[src/rtl/scalar_wb_pkg.sv]
// Shared types and constants for the scalar writeback path.
package scalar_wb_pkg;
    localparam int DATA_W_DEF = 16;
    localparam int REG_ADDR_W = 3;
    localparam logic [REG_ADDR_W-1:0] R7_ADDR = 3'b111;

    typedef struct packed {
        logic [REG_ADDR_W-1:0] dest;
        logic [DATA_W_DEF-1:0] data;
    } wb_entry_t;
endpackage

[src/rtl/wb_fifo.sv]
// Result FIFO: {dest, data} storage, wrapping pointers, occupancy and a
// per-slot valid mask so the owner can derive register-pending bits.
module wb_fifo
    import scalar_wb_pkg::*;
#(
    parameter int DEPTH  = 4,
    parameter int DATA_W = DATA_W_DEF,
    localparam int AW    = $clog2(DEPTH)
) (
    input  logic                                  clk,
    input  logic                                  rst_n,
    input  logic                                  push_i,
    input  logic [REG_ADDR_W-1:0]                 push_dest_i,
    input  logic [DATA_W-1:0]                     push_data_i,
    input  logic                                  pop_i,
    output logic                                  full_o,
    output logic                                  empty_o,
    output logic [AW:0]                           count_o,
    output logic [REG_ADDR_W-1:0]                 head_dest_o,
    output logic [DATA_W-1:0]                     head_data_o,
    output logic [DEPTH-1:0][REG_ADDR_W-1:0]      ent_dest_o,
    output logic [DEPTH-1:0]                      ent_vld_o
);
    logic [REG_ADDR_W-1:0] dest_q [DEPTH];
    logic [DATA_W-1:0]     data_q [DEPTH];
    logic [AW-1:0]         wr_q, wr_d, rd_q, rd_d;
    logic [AW:0]           count_q, count_d;
    logic                  push_ok, pop_ok;

    assign full_o  = (count_q == (AW+1)'(DEPTH));
    assign empty_o = (count_q == '0);
    assign push_ok = push_i && !full_o;
    assign pop_ok  = pop_i && !empty_o;

    always_comb begin
        wr_d    = wr_q;
        rd_d    = rd_q;
        count_d = count_q;
        if (push_ok) wr_d = wr_q + 1'b1;
        if (pop_ok)  rd_d = rd_q + 1'b1;
        case ({push_ok, pop_ok})
            2'b10:   count_d = count_q + 1'b1;
            2'b01:   count_d = count_q - 1'b1;
            default: count_d = count_q;
        endcase
    end

    always_ff @(posedge clk) begin
        if (!rst_n) begin
            wr_q    <= '0;
            rd_q    <= '0;
            count_q <= '0;
        end else begin
            wr_q    <= wr_d;
            rd_q    <= rd_d;
            count_q <= count_d;
        end
    end

    // Storage needs no reset: every read is qualified by the valid mask or empty.
    always_ff @(posedge clk) begin
        if (push_ok) begin
            dest_q[wr_q] <= push_dest_i;
            data_q[wr_q] <= push_data_i;
        end
    end

    assign count_o     = count_q;
    assign head_dest_o = dest_q[rd_q];
    assign head_data_o = data_q[rd_q];

    // A slot is live when its distance from the read pointer is below the occupancy.
    for (genvar gi = 0; gi < DEPTH; gi++) begin : g_slot
        logic [AW-1:0] off;
        assign off            = AW'(gi) - rd_q;
        assign ent_vld_o[gi]  = ({1'b0, off} < count_q);
        assign ent_dest_o[gi] = dest_q[gi];
    end
endmodule

[src/rtl/scalar_writeback_unit.sv]
// Merges ALU and load results into one ordered stream of register-file
// writes; R7 lives outside the file and gets its own write strobe.
module scalar_writeback_unit
    import scalar_wb_pkg::*;
#(
    parameter int DEPTH  = 4,
    parameter int DATA_W = DATA_W_DEF
) (
    input  logic                    clk,
    input  logic                    rst_n,
    input  logic                    alu_valid,
    output logic                    alu_ready,
    input  logic [2:0]              alu_dest,
    input  logic [DATA_W-1:0]       alu_data,
    input  logic                    mem_valid,
    output logic                    mem_ready,
    input  logic [2:0]              mem_dest,
    input  logic [DATA_W-1:0]       mem_data,
    input  logic                    stall,
    output logic                    WE,
    output logic [2:0]              destination_register,
    output logic [DATA_W-1:0]       WD,
    output logic                    r7_we,
    output logic [DATA_W-1:0]       r7_wd,
    output logic [7:0]              pending,
    output logic [$clog2(DEPTH):0]  count
);
    logic                             full, empty, push, pop, head_is_r7;
    logic [REG_ADDR_W-1:0]            push_dest, head_dest;
    logic [DATA_W-1:0]                push_data, head_data;
    logic [DEPTH-1:0][REG_ADDR_W-1:0] ent_dest;
    logic [DEPTH-1:0]                 ent_vld;

    // Loads win arbitration; a same-cycle pop never frees a full queue.
    assign mem_ready = rst_n && !full;
    assign alu_ready = rst_n && !full && !mem_valid;
    assign push      = (mem_valid && mem_ready) || (alu_valid && alu_ready);
    assign push_dest = mem_valid ? mem_dest : alu_dest;
    assign push_data = mem_valid ? mem_data : alu_data;
    assign pop       = !empty && !stall;

    wb_fifo #(.DEPTH(DEPTH), .DATA_W(DATA_W)) u_fifo (
        .clk         (clk),
        .rst_n       (rst_n),
        .push_i      (push),
        .push_dest_i (push_dest),
        .push_data_i (push_data),
        .pop_i       (pop),
        .full_o      (full),
        .empty_o     (empty),
        .count_o     (count),
        .head_dest_o (head_dest),
        .head_data_o (head_data),
        .ent_dest_o  (ent_dest),
        .ent_vld_o   (ent_vld)
    );

    assign head_is_r7           = (head_dest == R7_ADDR);
    assign WE                   = !empty && !head_is_r7;
    assign destination_register = WE ? head_dest : '0;
    assign WD                   = WE ? head_data : '0;
    assign r7_we                = !empty && head_is_r7;
    assign r7_wd                = r7_we ? head_data : '0;

    always_comb begin
        pending = '0;
        for (int i = 0; i < DEPTH; i++)
            if (ent_vld[i]) pending[ent_dest[i]] = 1'b1;
    end
endmodule
[config.mk]
export PLATFORM = sky130hd
export DESIGN_NAME = scalar_writeback_unit
export DESIGN_NICKNAME = d
export VERILOG_FILES = /design/src/rtl/scalar_wb_pkg.sv /design/src/rtl/wb_fifo.sv /design/src/rtl/scalar_writeback_unit.sv
export SDC_FILE = /design/constraint.sdc
export NUM_CORES = 1
export LEC_CHECK = 0
export CAP_MARGIN = 15
export CORE_ASPECT_RATIO = 0.8
export CORE_MARGIN = 3
export CORE_UTILIZATION = 36
export CTS_BUF_LIST = sky130_fd_sc_hd__clkbuf_16
export DETAILED_ROUTE_END_ITERATION = 6
export DONT_BUFFER_PORTS = 1
export PLACE_DENSITY = 0.5
export SLEW_MARGIN = 0
export SYNTH_ARGS = -nofsm -noshare
export SYNTH_HDL_FRONTEND = slang
export SYNTH_HIERARCHICAL = 1
export SYNTH_SLANG_ARGS = --single-unit
[constraint.sdc]
create_clock -name clk -period 5.5 [get_ports clk]
set_input_delay 1.375 -clock clk [delete_from_list [all_inputs] [get_ports clk]]
set_output_delay 1.375 -clock clk [all_outputs]
set_load 0.05 [all_outputs]
==> impl_metrics.ini, run 1 <==
[logic_synthesis]
synth-seq-cells = 85
synth_area_leaders = edfxtp_1, and2_1, mux4_1
synth.net_count = 336
ys_seq_area_frac = 0.585
synth.top_cells.by_count = edfxtp_1, and2_1, mux2_2
synth_top_area_share = 0.542
async_flop_share = 0
synth_cell_types = 45
yosys_warnings = 6
netlist_instances = 283
yosysMostFrequentCell = edfxtp_1
ys.flop_type = edfxtp_1
synth_edf_count = 76
synth_top_area_cell = edfxtp_1
synth_area_sq_mm = 0.00421
syn_avg_cell_area_sq_um = 14.9

[sta]
skew_ns = 0.00868
rsz0062_at_grt = false
setup-tns-final_ns = 0
slew_headroom = 0.234
period_needed_ns = 4.41
finalHoldViolations = 0
post-route-period-util = 0.802
slew_violations = 0
worst_slew_pin_slew_ns = 1.15
fmax_mhz = 227
setup_violations = 0

[hold_path]
hp-class = reg -> reg
min_from = u_fifo/wr_q[0]
hold_depth = 2
min_delay_worst_endpoint = u_fifo/wr_q[0]

[floorplan]
row_count = 34
die_x_um = 127
die_y_um = 103
pin_count = 93
start_util = 0.378
core_area_sq_mm = 0.0111
die_area_sq_mm = 0.0130

[critical_path]
r2r.worst_path.cells = 5
timing.critical_path.buf_inv = 1
r2r_slack_ns = 2.42
cp_slowest_cell = o311ai_2
endpoint_kind = output port
crit_arrival_ns = 3.04
worstPathCellList = inv_1 > ha_1 > a21oi_1 > o21bai_1 > nand2b_1 > o311ai_2
path_max_fanout = 5
timing.rr.end = u_fifo/data_q[3][5]
regToRegStartpoint = u_fifo/count_o[0]
required_ns = 4.12
critical_path.max_stage_delay_ns = 0.82
startpoint_type = flip-flop
cp_top_family = compound AO/OA/AOI/OAI gates
path_class = reg -> out

[cts]
clkTransAtPathRegs_ns = 0.06
cts.path.max_buffers = 2
cts_buffers = 9
postCtsSetupRepairBufs = 0
htreeDepth = 3
clock_latency_ns = 0.33
numClockSinks = 85
cts-resized-gates = 0
cts-root-buf = clkbuf_16
tritoncts = done
cts_hold_buf = 0

[route]
firstDrtPassIters = 4
drt.antenna.violating_nets = 0
drt-wirelength-per-cell_um = 19.5
drc = 0
vias = 2348
viasPerCell = 5.36
dr.first_iter.drc_count = 136
wirelength_um = 8530

[cells_and_area]
drive_gt1_frac = 0.221
fin_nets = 343
syn_to_final_growth_pct = 12.2
diodes = 0

[grt]
grt_max_degree = 22
antenna_found_initial = 0
grt_usage = 0.132
grt_pass1_vias = 2276
grt_pass1_wl_um = 12800
grt.overflow.total = 0

[job]
max-cap-violations = 0

[power_and_ir_drop]
static-leakage-power_nw = 1.59
vdd_drop_max_uv = 149
power_density_mw_per_mm2 = 420
p_total_mw = 1.98

[status]
status = finished, final reports clean

[placement]
io_buffers = 0
globalplace.congestion = 0.871
dp_hpwl_um = 5840
## where the power goes
group / switching (mW) / internal (mW)
clock: 0.232 / 0.442
sequential: 0.0428 / 0.748
combinational: 0.380 / 0.136
total: 0.655 / 1.33
## layer usage
metal	track usage	part of all wire	vias up
met3	0.0363	0.042	7
met4	0.0363	0.0086	0
li1	-	-	1090
met1	0.187	0.49	1178
met2	0.202	0.46	73
met5	0	0	-
## stage by stage
stage               utilization  cell area, sq um  worst slack, ns  hold WS [ns]  cells
CTS                       0.424              4720             1.06         0.506    438
global placement          0.393              4380             1.48         0.488    423
global route              0.424              4720            0.897         0.540    438
floorplan                     -              4210             1.29         0.468    283
finish                    0.424              4720             1.09         0.500    438
detailed placement        0.393              4380             1.42         0.497    423
## worst max-delay path by stage
stage | depth (start not counted) | to | startpoint
floorplan | 6 | pending[0] | u_fifo/count_o[1]
global placement | 6 | pending[0] | u_fifo/count_o[1]
detailed placement | 6 | pending[0] | u_fifo/count_o[1]
CTS | 6 | pending[0] | u_fifo/count_o[1]
global route | 6 | pending[0] | u_fifo/count_o[1]
finish | 6 | pending[0] | u_fifo/count_o[1]
## flip-flops by register name (all words and copies together), names as in the netlist, named ones only
signal,count
u_fifo/dest_q,12
u_fifo/data_q,64
u_fifo/rd_q,2
u_fifo/count_o,3
u_fifo/wr_q,2
## kinds of logic after synthesis
kind of cell,after synthesis,synth area share
fa+ha+maj,10,0.0315
flops,85,0.585
mux,40,0.165
xor+xnor,3,0.00624
simple gates,94,0.132
buf+inv,24,0.0321
compound gates,27,0.0476
## worst register-to-register path: stages (launching register included)
cell      delay [ns]
dfxtp_1         0.83
nor3b_2         0.15
nand2b_1        0.22
nor2_1          0.10
nor2b_1         0.41
and2_1          0.97
## layout by cell type (no fill, tap or decap), types with 2 or more instances in the layout
cell,Yosys,routed
o21ai_0,5,5
nor3_1,3,3
edfxtp_1,76,76
buf_4,0,8
o221ai_1,5,5
ha_1,9,9
o32a_1,3,3
and2_1,41,41
nor2_1,6,5
or3_1,2,2
or2_2,4,4
dfxtp_1,9,9
xnor2_1,2,2
nand2b_1,8,8
a31oi_1,3,2
mux4_1,9,9
o32a_2,2,2
mux4_2,10,10
inv_1,12,12
a21oi_1,4,4
clkbuf_16,0,9
bufinv_16,0,3
nand2_1,17,17
nor2b_1,2,2
mux2i_1,2,2
mux2_2,19,19
## layout make-up
type | instances | area, sq um
Multi-Input combinational cell | 174 | 1640
Clock inverter | 6 | 111
Sequential cell | 85 | 2460
Fill cell | 1030 | 6420
Inverter | 12 | 45.0
Timing Repair Buffer | 8 | 60.1
Clock buffer | 9 | 225
Tap cell | 144 | 180
Note: power is estimated with default switching activity, not from simulation.
==> inputs of run 2 (changes only) <==
--- a/config.mk
+++ b/config.mk
@@ -12,7 +12,7 @@
 export CTS_BUF_LIST = sky130_fd_sc_hd__clkbuf_16
 export DETAILED_ROUTE_END_ITERATION = 6
 export DONT_BUFFER_PORTS = 1
-export PLACE_DENSITY = 0.5
+export PLACE_DENSITY = 0.52
 export SLEW_MARGIN = 0
 export SYNTH_ARGS = -nofsm -noshare
 export SYNTH_HDL_FRONTEND = slang
==> constraint.sdc (replaced) <==
create_clock -name clk -period 4 [get_ports clk]
set_input_delay 1 -clock clk [delete_from_list [all_inputs] [get_ports clk]]
set_output_delay 1 -clock clk [all_outputs]
set_load 0.05 [all_outputs]
==> run 2 against run 1 <==
Sequential power grew 35%. Hold slack gained 0.0025 ns. Critical path depth grew 2. Combinational power grew 93%. Largest power group unchanged. Highest routed layer unchanged.
==> impl_metrics.ini, run 2 (same netlist as run 1, synthesis figures left out) <==
[status]
status = finished, final reports clean

[cts]
cts_buffers = 9
numClockSinks = 85
cts_hold_buf = 0
cts-root-buf = clkbuf_16
cts-resized-gates = 0
clkTransAtPathRegs_ns = 0.06
tritoncts = done
cts.path.max_buffers = 2
postCtsSetupRepairBufs = 0
clock_latency_ns = 0.33
htreeDepth = 3

[placement]
dp_hpwl_um = 6290
io_buffers = 0
globalplace.congestion = 0.831
dpl_worst_slack_ns = 0.756

[floorplan]
core_area_sq_mm = 0.0111
die_area_sq_mm = 0.0130
die_x_um = 127
die_y_um = 103
row_count = 34
pin_count = 93
start_util = 0.378

[cells_and_area]
top_register = u_fifo/data_q
largest_reg_flops = 64
drive_gt1_frac = 0.320
syn_to_final_growth_pct = 26.8
fin_util = 0.479
diodes = 0
fin_nets = 386
final_common_cell = edfxtp_1
layout_common_cells = edfxtp_1, and2_1, buf_12

[sta]
fmax_mhz = 278
setup-tns-final_ns = 0
fin_ws_ns = 0.400
finalHoldViolations = 0
period_needed_ns = 3.60
rsz0062_at_grt = false
skew_ns = 0.00426
worst_slew_pin_slew_ns = 0.762
slew_headroom = 0.491
post-route-period-util = 0.900
slew_violations = 0
setup_violations = 0

[grt]
grt_pass1_vias = 2465
grt_max_degree = 22
antenna_found_initial = 0
grt_usage = 0.138
grt_pass1_wl_um = 13600
grt.overflow.total = 0

[route]
viasPerCell = 5.18
wirelength_um = 8640
dr.first_iter.drc_count = 97
drc = 0
drt-wirelength-per-cell_um = 17.9
drt.antenna.violating_nets = 0
firstDrtPassIters = 4
vias = 2498

[critical_path]
critical_path.max_stage_delay_ns = 0.79
path_max_fanout = 7
cp_top_family = simple AND/OR/NAND/NOR gates
endpoint_kind = output port
startpoint_type = flip-flop
crit_arrival_ns = 2.60
timing.critical_path.buf_inv = 1
worstPathCellList = xnor2_1 > inv_1 > ha_1 > a21oi_1 > or2_2 > nand2_1 > nor3_1 > or4_1
cp_slowest_cell = or4_1
path_class = reg -> out
required_ns = 3.00

[hold_path]
hp-class = reg -> reg

[job]
max-cap-violations = 0

[power_and_ir_drop]
vdd_drop_max_uv = 283
power_density_mw_per_mm2 = 524
static-leakage-power_nw = 1.87
-- run 2: changes by cell type in the layout (fill, tap and decap cells not counted), sizes merged --
cell      delta
clkinvlp     +3
bufinv       -3
clkinv       +1
buf         +43
-- run 2: path summary, 6_finish.rpt --
check                    start                 to  slack (ns)  cells past startpoint
max reg2reg  u_fifo/count_o[2]  u_fifo/count_o[2]        1.03                     11
min reg2reg     u_fifo/wr_q[0]     u_fifo/wr_q[0]        0.50                      2
max             u_fifo/rd_q[0]         pending[1]        0.40                      8
min             u_fifo/wr_q[0]     u_fifo/wr_q[0]        0.50                      2
-- run 2: stage by stage --
stage | hold WS (ns) | total power [mW] | area, sq um | cells
final | 0.502 | 2.80 | 5340 | 482
after global placement | 0.484 | 2.09 | 5070 | 466
after floorplan | 0.468 | 1.71 | 4210 | 283
after detailed placement | 0.494 | 2.10 | 5070 | 466
after global routing | 0.529 | 2.93 | 5340 | 482
after CTS | 0.503 | 2.84 | 5340 | 482
-- run 2: worst register-to-register path: cells and delay by family (launching register included) --
kind	cells	cell delay, ns
buf+inv	2	0.15
flops	1	0.77
simple gates	5	1.11
xor+xnor	1	0.15
fa+ha+maj	2	0.55
compound gates	1	0.16
-- run 2: cell type report --
class / instances / area [sq um]
well taps: 144 / 180
multi-input cells: 174 / 1640
repair buffers: 51 / 746
clock buffers: 9 / 225
inverters: 12 / 45.0
flip-flops and latches: 85 / 2460
clock inverters: 7 / 43.8
fillers: 960 / 5810
-- run 2: where the power goes --
group | leakage, nW | internal, mW | total, mW | switching, mW
Clock | 0.126 | 0.415 | 0.733 | 0.317
Combinational | 0.973 | 0.412 | 0.994 | 0.581
Sequential | 0.767 | 1.03 | 1.07 | 0.0462
-- run 2: routing by layer --
| layer | vias up | part of all wire | global-route usage | routed length [um] |
|---|---|---|---|---|
| met2 | 92 | 0.47 | 0.213 | 4040 |
| met1 | 1218 | 0.46 | 0.194 | 4010 |
| met4 | 0 | 0.012 | 0.0429 | 103 |
| met5 | - | 0 | 0 | 0 |
| met3 | 8 | 0.056 | 0.0342 | 485 |
| li1 | 1180 | - | - | - |
